### config.mk
export PLATFORM = sky130hd
export DESIGN_NAME = mpu_nx_region_cfg
export DESIGN_NICKNAME = d
export VERILOG_FILES = /design/src/rtl/mpu_nx_region_cfg.sv
export SDC_FILE = /design/constraint.sdc
export NUM_CORES = 1
export LEC_CHECK = 0
export ABC_CLOCK_PERIOD_IN_PS = 4950
export CORE_MARGIN = 1.5
export CORE_UTILIZATION = 40
export DETAILED_ROUTE_END_ITERATION = 8
export HOLD_SLACK_MARGIN = 0.12
export MAX_ROUTING_LAYER = met4
export PLACE_DENSITY = 0.55
export RECOVER_POWER = 50
export SYNTH_ARGS = -nofsm -noshare
export SYNTH_HDL_FRONTEND = slang
export SYNTH_SLANG_ARGS = --single-unit
### constraint.sdc
create_clock -name clk_i -period 4.95 [get_ports clk_i]
set_input_delay 0.99 -clock clk_i [delete_from_list [all_inputs] [get_ports clk_i]]
set_output_delay 0.99 -clock clk_i [all_outputs]
set_load 0.005 [all_outputs]
### src/rtl/mpu_nx_region_cfg.sv
// Programmable no-execute region unit.
// Software programs NREG base/end/control sets over a request/grant config bus.
// The fetch path checks addresses through a one-deep registered response stage.
// The first denied fetch address is captured for the trap handler.
module mpu_nx_region_cfg #(
    parameter int          NREG    = 4,
    parameter logic [31:0] NX_BASE = 32'h2000_0000,
    parameter logic [31:0] NX_END  = 32'h2FFF_FFFF
) (
    input  logic        clk_i,
    input  logic        rst_i,
    input  logic        cfg_req_i,
    input  logic        cfg_we_i,
    input  logic [5:0]  cfg_addr_i,
    input  logic [31:0] cfg_wdata_i,
    output logic        cfg_gnt_o,
    output logic        cfg_rvalid_o,
    output logic [31:0] cfg_rdata_o,
    output logic        cfg_err_o,
    input  logic        chk_valid_i,
    input  logic [31:0] chk_paddr_i,
    output logic        chk_ready_o,
    output logic        chk_rsp_valid_o,
    input  logic        chk_rsp_ready_i,
    output logic        chk_exec_allow_o,
    output logic        fault_o
);

    localparam logic [5:0] IDX_FSTAT = 6'd62;
    localparam logic [5:0] IDX_FADDR = 6'd63;

    // Region state
    logic [31:0]     base_q [NREG];
    logic [31:0]     end_q  [NREG];
    logic [NREG-1:0] en_q;
    logic [NREG-1:0] lock_q;

    // Fault capture state
    logic            fault_valid_q;
    logic            fault_ovf_q;
    logic [31:0]     fault_addr_q;

    // Registered config response and check response
    logic            cfg_rvalid_q;
    logic            cfg_err_q;
    logic [31:0]     cfg_rdata_q;
    logic            rsp_valid_q;
    logic            allow_q;

    // Decode results
    logic [31:0]     rd_data;
    logic            acc_err;
    logic [NREG-1:0] wr_base;
    logic [NREG-1:0] wr_end;
    logic [NREG-1:0] wr_ctrl;
    logic            wr_fstat;
    logic            region_hit;
    logic            chk_accept;
    logic            deny_accept;

    assign cfg_gnt_o        = cfg_req_i;
    assign cfg_rvalid_o     = cfg_rvalid_q;
    assign cfg_rdata_o      = cfg_rdata_q;
    assign cfg_err_o        = cfg_err_q;
    assign chk_ready_o      = !rsp_valid_q || chk_rsp_ready_i;
    assign chk_rsp_valid_o  = rsp_valid_q;
    assign chk_exec_allow_o = allow_q;
    assign fault_o          = fault_valid_q;

    assign chk_accept  = chk_valid_i && chk_ready_o;
    assign deny_accept = chk_accept && region_hit;

    // Decode config index into read data, error flag and per-register write enables
    always_comb begin
        // NOTE: every always_comb output gets a default first so no path can infer a latch.
        rd_data  = '0;
        acc_err  = 1'b1;
        wr_base  = '0;
        wr_end   = '0;
        wr_ctrl  = '0;
        wr_fstat = 1'b0;
        if (cfg_addr_i == IDX_FSTAT) begin
            acc_err  = 1'b0;
            rd_data  = {30'b0, fault_ovf_q, fault_valid_q};
            wr_fstat = cfg_req_i && cfg_we_i;
        end else if (cfg_addr_i == IDX_FADDR) begin
            acc_err = cfg_we_i;
            rd_data = fault_addr_q;
        end
        for (int r = 0; r < NREG; r++) begin
            if (cfg_addr_i == 6'(3 * r)) begin
                acc_err    = cfg_we_i && lock_q[r];
                rd_data    = base_q[r];
                wr_base[r] = cfg_req_i && cfg_we_i && !lock_q[r];
            end else if (cfg_addr_i == 6'(3 * r + 1)) begin
                acc_err   = cfg_we_i && lock_q[r];
                rd_data   = end_q[r];
                wr_end[r] = cfg_req_i && cfg_we_i && !lock_q[r];
            end else if (cfg_addr_i == 6'(3 * r + 2)) begin
                acc_err    = cfg_we_i && lock_q[r];
                rd_data    = {30'b0, lock_q[r], en_q[r]};
                wr_ctrl[r] = cfg_req_i && cfg_we_i && !lock_q[r];
            end
        end
    end

    // Any enabled region containing the address denies execution
    always_comb begin
        region_hit = 1'b0;
        for (int r = 0; r < NREG; r++) begin
            if (en_q[r] && (chk_paddr_i >= base_q[r]) && (chk_paddr_i <= end_q[r]))
                region_hit = 1'b1;
        end
    end

    // Region registers: commit unlocked writes at the end of the grant cycle
    always_ff @(posedge clk_i) begin
        if (rst_i) begin
            // NOTE: the region file is a handful of flops, not a RAM, so every entry is reset.
            for (int r = 0; r < NREG; r++) begin
                base_q[r] <= (r == 0) ? NX_BASE : 32'h0;
                end_q[r]  <= (r == 0) ? NX_END  : 32'h0;
            end
            en_q   <= NREG'(1);
            lock_q <= '0;
        end else begin
            for (int r = 0; r < NREG; r++) begin
                // NOTE: sequential state uses non-blocking assignments so all flops update together.
                if (wr_base[r]) base_q[r] <= cfg_wdata_i;
                if (wr_end[r])  end_q[r]  <= cfg_wdata_i;
                if (wr_ctrl[r]) begin
                    en_q[r]   <= cfg_wdata_i[0];
                    lock_q[r] <= cfg_wdata_i[1];
                end
            end
        end
    end

    // Fault capture: first denied accept records the address, later ones set overflow
    always_ff @(posedge clk_i) begin
        if (rst_i) begin
            fault_valid_q <= 1'b0;
            fault_ovf_q   <= 1'b0;
            fault_addr_q  <= '0;
        end else if (deny_accept) begin
            // A simultaneous status clear makes this capture the first fault.
            if (!fault_valid_q || wr_fstat) begin
                fault_valid_q <= 1'b1;
                fault_ovf_q   <= 1'b0;
                fault_addr_q  <= chk_paddr_i;
            end else begin
                fault_ovf_q <= 1'b1;
            end
        end else if (wr_fstat) begin
            fault_valid_q <= 1'b0;
            fault_ovf_q   <= 1'b0;
        end
    end

    // Config response: one cycle after each grant, data only for error-free reads
    always_ff @(posedge clk_i) begin
        if (rst_i) begin
            cfg_rvalid_q <= 1'b0;
            cfg_err_q    <= 1'b0;
            cfg_rdata_q  <= '0;
        end else begin
            cfg_rvalid_q <= cfg_req_i;
            cfg_err_q    <= cfg_req_i && acc_err;
            cfg_rdata_q  <= (cfg_req_i && !cfg_we_i && !acc_err) ? rd_data : 32'h0;
        end
    end

    // Check response register: load on accept, drain when the consumer takes it
    always_ff @(posedge clk_i) begin
        if (rst_i) begin
            rsp_valid_q <= 1'b0;
            allow_q     <= 1'b1;
        end else if (chk_accept) begin
            rsp_valid_q <= 1'b1;
            allow_q     <= !region_hit;
        end else if (chk_rsp_ready_i) begin
            rsp_valid_q <= 1'b0;
        end
    end

endmodule

==> results.toml, run 1 <==
[cts]
htreeDepth = 2
cts_setup_buffers = 0
clk_latency_ps = 570
clock_path_buffers = 3
path_clk_slew_ps = 60
cts_tree = "yes"
root_buffer = "clkbuf_16"
ctsHoldBuffers = 0
cts_resized = 0
cts_buffers = 41
cts.sinks = 334

[timing]
fin_crit_sh = 0.910
clock_skew_ps = 21.9
setup_violations = 0
worst_pin_slew_ps = 2320
max_freq_ghz = 0.222
relSlewSlack = -0.545
post-route-min-period_ps = 4500
hold_viol = 0
rsz0062_at_grt = "no"
slew_violations = 147
tns_ps = 0

[yosys]
synthMuxAreaShare = 0.0196
synth-simple-area-share = 0.166
yosysWarnings = 0
synth-async-reset-ratio = 0
synth_area_per_cell_um2 = 9.93
synth_flop_cell = "edfxtp_1"
synth_compound_area_frac = 0.138
synth_top_family_by_area = "simple AND/OR/NAND/NOR gates"
ys_seq_elements = 334
syn_area_mm2 = 0.0205
synth-adder-area-share = 0.156
syn-num-nets = 2396
yosysUniqueCellTypes = 60
synthCells = 2064
seq_area_frac_synth = 0.451
synth-xor-area-share = 0
synth_edf_count = 256

[worst_setup_path]
start_kind = "input pin"
crit_fanout = 21
slowest_stage = "o21ai_1"
path_cells = "dlygate4sd3_1, nor3_1, and2_0, nand2_1, clkbuf_1, o21ai_1, buf_12"
crit_type = "in2reg"
slowest_delay_ps = 1460
required_ps = 5210
endpoint_kind = "register"
reg2reg_depth = 12
arrival_ps = 4760

[grt]
grt_max_degree = 41
grt_pass1_wl_um = 109000
antenna_found_initial = 2
grt_pass1_vias = 16500
grt-ovfl-total = 0
grt_use_total = 0.289

[placement]
finalWeightedCongestion = 0.957
hpwl_um = 52500
io_buffers = 114

[layout]
syn_to_final_growth_pct = 17.0
nets = 2540
diodes = 0
final_util = 0.476
drive_above_1_share = 0.0733

[die]
die_area_mm2 = 0.0526
num_rows = 82
core_mm2 = 0.0504
die_w_um = 229
initial_core_util = 0.407
dieHeight_um = 229
io_pins = 115

[detailed_routing]
viasPerCell = 5.73
vias = 16700
drt_iter0_drc = 1863
antenna_left = 0
drc_errors = 0
drt_pre_antenna_iters = 6
avgRoutedWirePerCell_um = 25.5
wirelength_um = 74300

[worst_hold_path]
min_path_cells = 2
min_path_type = "reg2reg"

[power]
total_power_uw = 7140
irDropWorstVdd_mv = 0.177
powerDensity_mw_per_mm2 = 298
power.leakage_uw = 0.0101

[run_status]
outcome = "finished with violations"
violations = "max-capacitance violations, max-slew violations"

[job]
drv_cap = 6
==> power breakdown <==
| group | leakage, uW | internal (uW) | switching (uW) |
|---|---|---|---|
| Combinational | 0.00634 | 352 | 604 |
| Clock | 0.000628 | 1730 | 1240 |
| Sequential | 0.00313 | 3130 | 72.7 |
| Total | 0.0101 | 5220 | 1920 |
==> synth_stat cells (39+ instances only) <==
master	count	area [um2]
clkbuf_1	66	248
and2_1	188	1180
nand3_1	40	200
edfxtp_1	256	7690
o21ai_0	88	440
inv_1	266	998
nand2_1	157	589
nor2_1	103	387
dfxtp_1	78	1560
a21oi_1	128	641
mux2i_1	39	390
ha_1	256	3200
==> registers in the layout (all words and copies together) (netlist names) <==
register and cells:
fault_addr_q 32, base_q 128, cfg_rvalid_o 1, chk_rsp_valid_o 1, fault_o 1, fault_ovf_q 1
cfg_err_o 1, cfg_rdata_o 32, lock_q 4, chk_exec_allow_o 1, en_q 4, end_q 128
==> logic make-up (layout without fill, tap and decap cells) <==
| kind of cell | count (synthesis) | after routing |
|---|---|---|
| multiplexers | 40 | 40 |
| adder cells (fa/ha/maj) | 256 | 256 |
| AO/OA/AOI/OAI | 426 | 426 |
| flip-flops | 334 | 334 |
| buffers and inverters | 350 | 523 |
| AND/OR/NAND/NOR | 658 | 658 |
==> per-layer routing <==
layer / routed length, um / GRT usage / vias up
met5: 0 / - / -
met4: 2020 / 0.0769 / 0
met3: 6280 / 0.0527 / 136
met2: 32800 / 0.438 / 713
met1: 33200 / 0.397 / 8139
li1: - / - / 7695
==> layout make-up <==
cell class,count,area [um2]
clock inverters,15,129
fillers,4795,26400
inverters,266,998
well taps,672,841
flip-flops and latches,334,9250
repair buffers,185,1710
multi-input cells,1380,9880
clock buffers,57,1160
==> final timing paths <==
check,endpoint,from,slack [ps]
min,fault_addr_q[5]$_SDFFE_PP0P_,fault_addr_q[5]$_SDFFE_PP0P_,460
max reg2reg,fault_addr_q[11]$_SDFFE_PP0P_,base_q[1][23]$_SDFFCE_PN0P_,1520
min reg2reg,fault_addr_q[5]$_SDFFE_PP0P_,fault_addr_q[5]$_SDFFE_PP0P_,460
max,base_q[2][25]$_SDFFCE_PN0P_,cfg_addr_i[5],450
==> cells in the final DEF, fill, tap and decap left out, types with 5 or more instances in the layout <==
master           count
nand2_1            155
buf_12               8
and2_1             120
nor2b_1             12
o21ai_1             12
inv_1              265
a222oi_1            34
and3_1              37
o211ai_1            13
nand3_1             40
clkbuf_8             5
a221oi_1            32
clkinv_2             6
buf_4               47
a211oi_1            17
ha_1               256
dlygate4sd3_1       42
a22oi_1             31
dfxtp_1             78
clkdlybuf4s50_1     71
clkbuf_16           42
nor4_1              14
nand4_1             37
nor3_1              20
edfxtp_1           256
a21oi_1            128
a21o_1              15
o21a_1              11
mux2i_1             39
clkbuf_1            24
nand2b_1             9
nor2_1              99
or2_2               31
a31oi_1              8
and2_0              68
a2111oi_0            6
o21ai_0             86
==> worst max-delay path, delay by kind of cell <==
family                 cells  cell delay (ps)
and+or+nand+nor            3              710
AOI/OAI and AO/OA          1             1460
buffers and inverters      3             1550
==> stage by stage <==
step | cell area [um2] | setup WS [ps] | hold slack, ps | cells
after CTS | 24100 | 776 | 460 | 2909
final | 24000 | 447 | 461 | 2909
after detailed placement | 22800 | 186 | 449 | 2837
after global routing | 24000 | 278 | 469 | 2909
after global placement | 22800 | 351 | 440 | 2837
after floorplan | 20500 | 318 | 431 | 2064
Note: power is estimated with default switching activity, not from simulation.
==> inputs of run 2 (changes only) <==
Settings changed: GPL_TIMING_DRIVEN set to 0.
==> run 2 against run 1 <==
  * The run ends with max-capacitance violations, max-slew violations, negative setup slack left
  * Highest routed layer unchanged
  * Cell area barely moved
  * Register-to-register slack got worse by 470 ps
  * Utilization barely moved
  * Clock skew rose by 8.9 ps
  * Critical endpoint is now end_q[3][18]$_SDFFCE_PN0P_
==> results.toml, run 2 (same netlist as run 1, synthesis figures left out) <==
[run_status]
outcome = "finished with violations"
violations = "max-capacitance violations, max-slew violations, negative setup slack"

[layout]
nets = 2560
post-route-cell-area_mm2 = 0.0240
top_regs = "base_q (128), end_q (128)"
syn_to_final_growth_pct = 16.9
drive_above_1_share = 0.0527
most-common-layout-cells = "266 x inv_1, 256 x ha_1, 256 x edfxtp_1, 152 x nand2_1, 128 x a21oi_1"
final_common_cell = "inv_1"
instances_no_fill = 2937
final_util = 0.476

[die]
die_area_mm2 = 0.0526
core_mm2 = 0.0504
num_rows = 82
die_w_um = 229
io_pins = 115
initial_core_util = 0.407
dieHeight_um = 229

[cts]
ctsHoldBuffers = 0
cts_buffers = 41
cts_tree = "yes"
path_clk_slew_ps = 60
clk_latency_ps = 580
root_buffer = "clkbuf_16"
cts.sinks = 334
htreeDepth = 2
cts_setup_buffers = 0
clock_path_buffers = 3

[grt]
grt_use_total = 0.312
grt-ovfl-total = 0
antenna_found_initial = 2
grt_pass1_vias = 16500
grt_max_degree = 25
grt_pass1_wl_um = 115000

[power]
irDropWorstVdd_mv = 0.191
power.leakage_uw = 0.00998
powerDensity_mw_per_mm2 = 300

[timing]
clock_skew_ps = 30.8
slew_violations = 28
setup_violations = 20
worst_hold_slack_ps = 463
relSlewSlack = -0.427
layout_setup_ws_ps = -67.5
max_freq_ghz = 0.199
post-route-min-period_ps = 5020
fin_crit_sh = 1.01
rsz0062_at_grt = "no"
worst_pin_slew_ps = 2130
hold_viol = 0

[placement]
finalWeightedCongestion = 0.983
hpwl_um = 59100
dpl.cell_count = 2857
io_buffers = 112
dpl_cell_area_mm2 = 0.0227

[worst_setup_path]
arrival_ps = 5280
crit_fanout = 20
start_kind = "input pin"
endpoint_kind = "register"
crit_type = "in2reg"
required_ps = 5210

[detailed_routing]
viasPerCell = 5.82
drc_errors = 0
antenna_left = 0
drt_pre_antenna_iters = 7
vias = 17100
wirelength_um = 80200
avgRoutedWirePerCell_um = 27.3
drt_iter0_drc = 2221

[job]
drv_cap = 2

[worst_hold_path]
min_path_type = "reg2reg"
[run 2: cell types whose count changed in the layout (fill, tap and decap cells not counted), moves of 3 or more]
| cell | change |
|---|---|
| and2_1 | -6 |
| clkinv_1 | +3 |
| nand2_1 | -3 |
| buf_1 | +5 |
| nor2_4 | -3 |
| nor2_1 | +3 |
| buf_4 | -46 |
| nand2_2 | +3 |
| clkbuf_1 | +57 |
| and2_0 | +6 |
| diode_2 | +6 |
| buf_8 | +3 |
[run 2: per-layer routing]
layer / vias to the layer above / GRT usage / share of wire
met1: 8374 / 0.422 / 0.43
met4: 0 / 0.116 / 0.038
met3: 148 / 0.0553 / 0.094
li1: 7738 / - / -
met5: - / - / 0
met2: 845 / 0.467 / 0.44
[run 2: worst paths after layout]
kind | endpoint | cells past startpoint | start | slack [ps]
hold reg to reg | fault_addr_q[24]$_SDFFE_PP0P_ | 2 | fault_addr_q[24]$_SDFFE_PP0P_ | 460
hold / removal | fault_addr_q[24]$_SDFFE_PP0P_ | 2 | fault_addr_q[24]$_SDFFE_PP0P_ | 460
setup / recovery | end_q[3][18]$_SDFFCE_PN0P_ | 9 | cfg_addr_i[5] | -70
setup reg to reg | fault_addr_q[5]$_SDFFE_PP0P_ | 11 | end_q[1][15]$_SDFFCE_PN0P_ | 1050
[run 2: final cells by class]
type	count	area, um2
clock inverters	19	175
clock buffers	55	1120
multi-input cells	1380	9880
diodes	6	15.0
fillers	4730	26400
flip-flops and latches	334	9250
inverters	266	998
plain buffers	84	398
repair buffers	121	1280
well taps	672	841
[run 2: critical path: stages]
cell,delay (ps)
clkdlybuf4s50_1,460
nor3_1,360
nand2_1,180
nor2_1,750
clkbuf_1,860
buf_1,820
nand2_1,150
nand2_2,410
buf_12,270
[run 2: per-stage QoR]
| stage | TNS [ps] | setup slack [ps] | power [uW] |
|---|---|---|---|
| floorplan | 0 | 318 | 3750 |
| global placement | -477890 | -3640 | 4180 |
| detailed placement | -74120 | -760 | 4210 |
| global route | 0 | 9.88 | 7410 |
| CTS | 0 | 15.7 | 7200 |
| finish | -1080 | -67.5 | 7190 |
[run 2: repair_timing]
action / in CTS / in global routing
cloned: 0 / 0
setup endpoints to repair: 30 / 33
resized for setup: 3 / 4
pin swaps: 0 / 0
endpoints found under the hold margin: 0 / 0
[run 2: where the power goes]
group          switching [uW]  internal (uW)
Clock                    1270           1740
Sequential               73.1           3130
Combinational             622            347
Total                    1960           5220
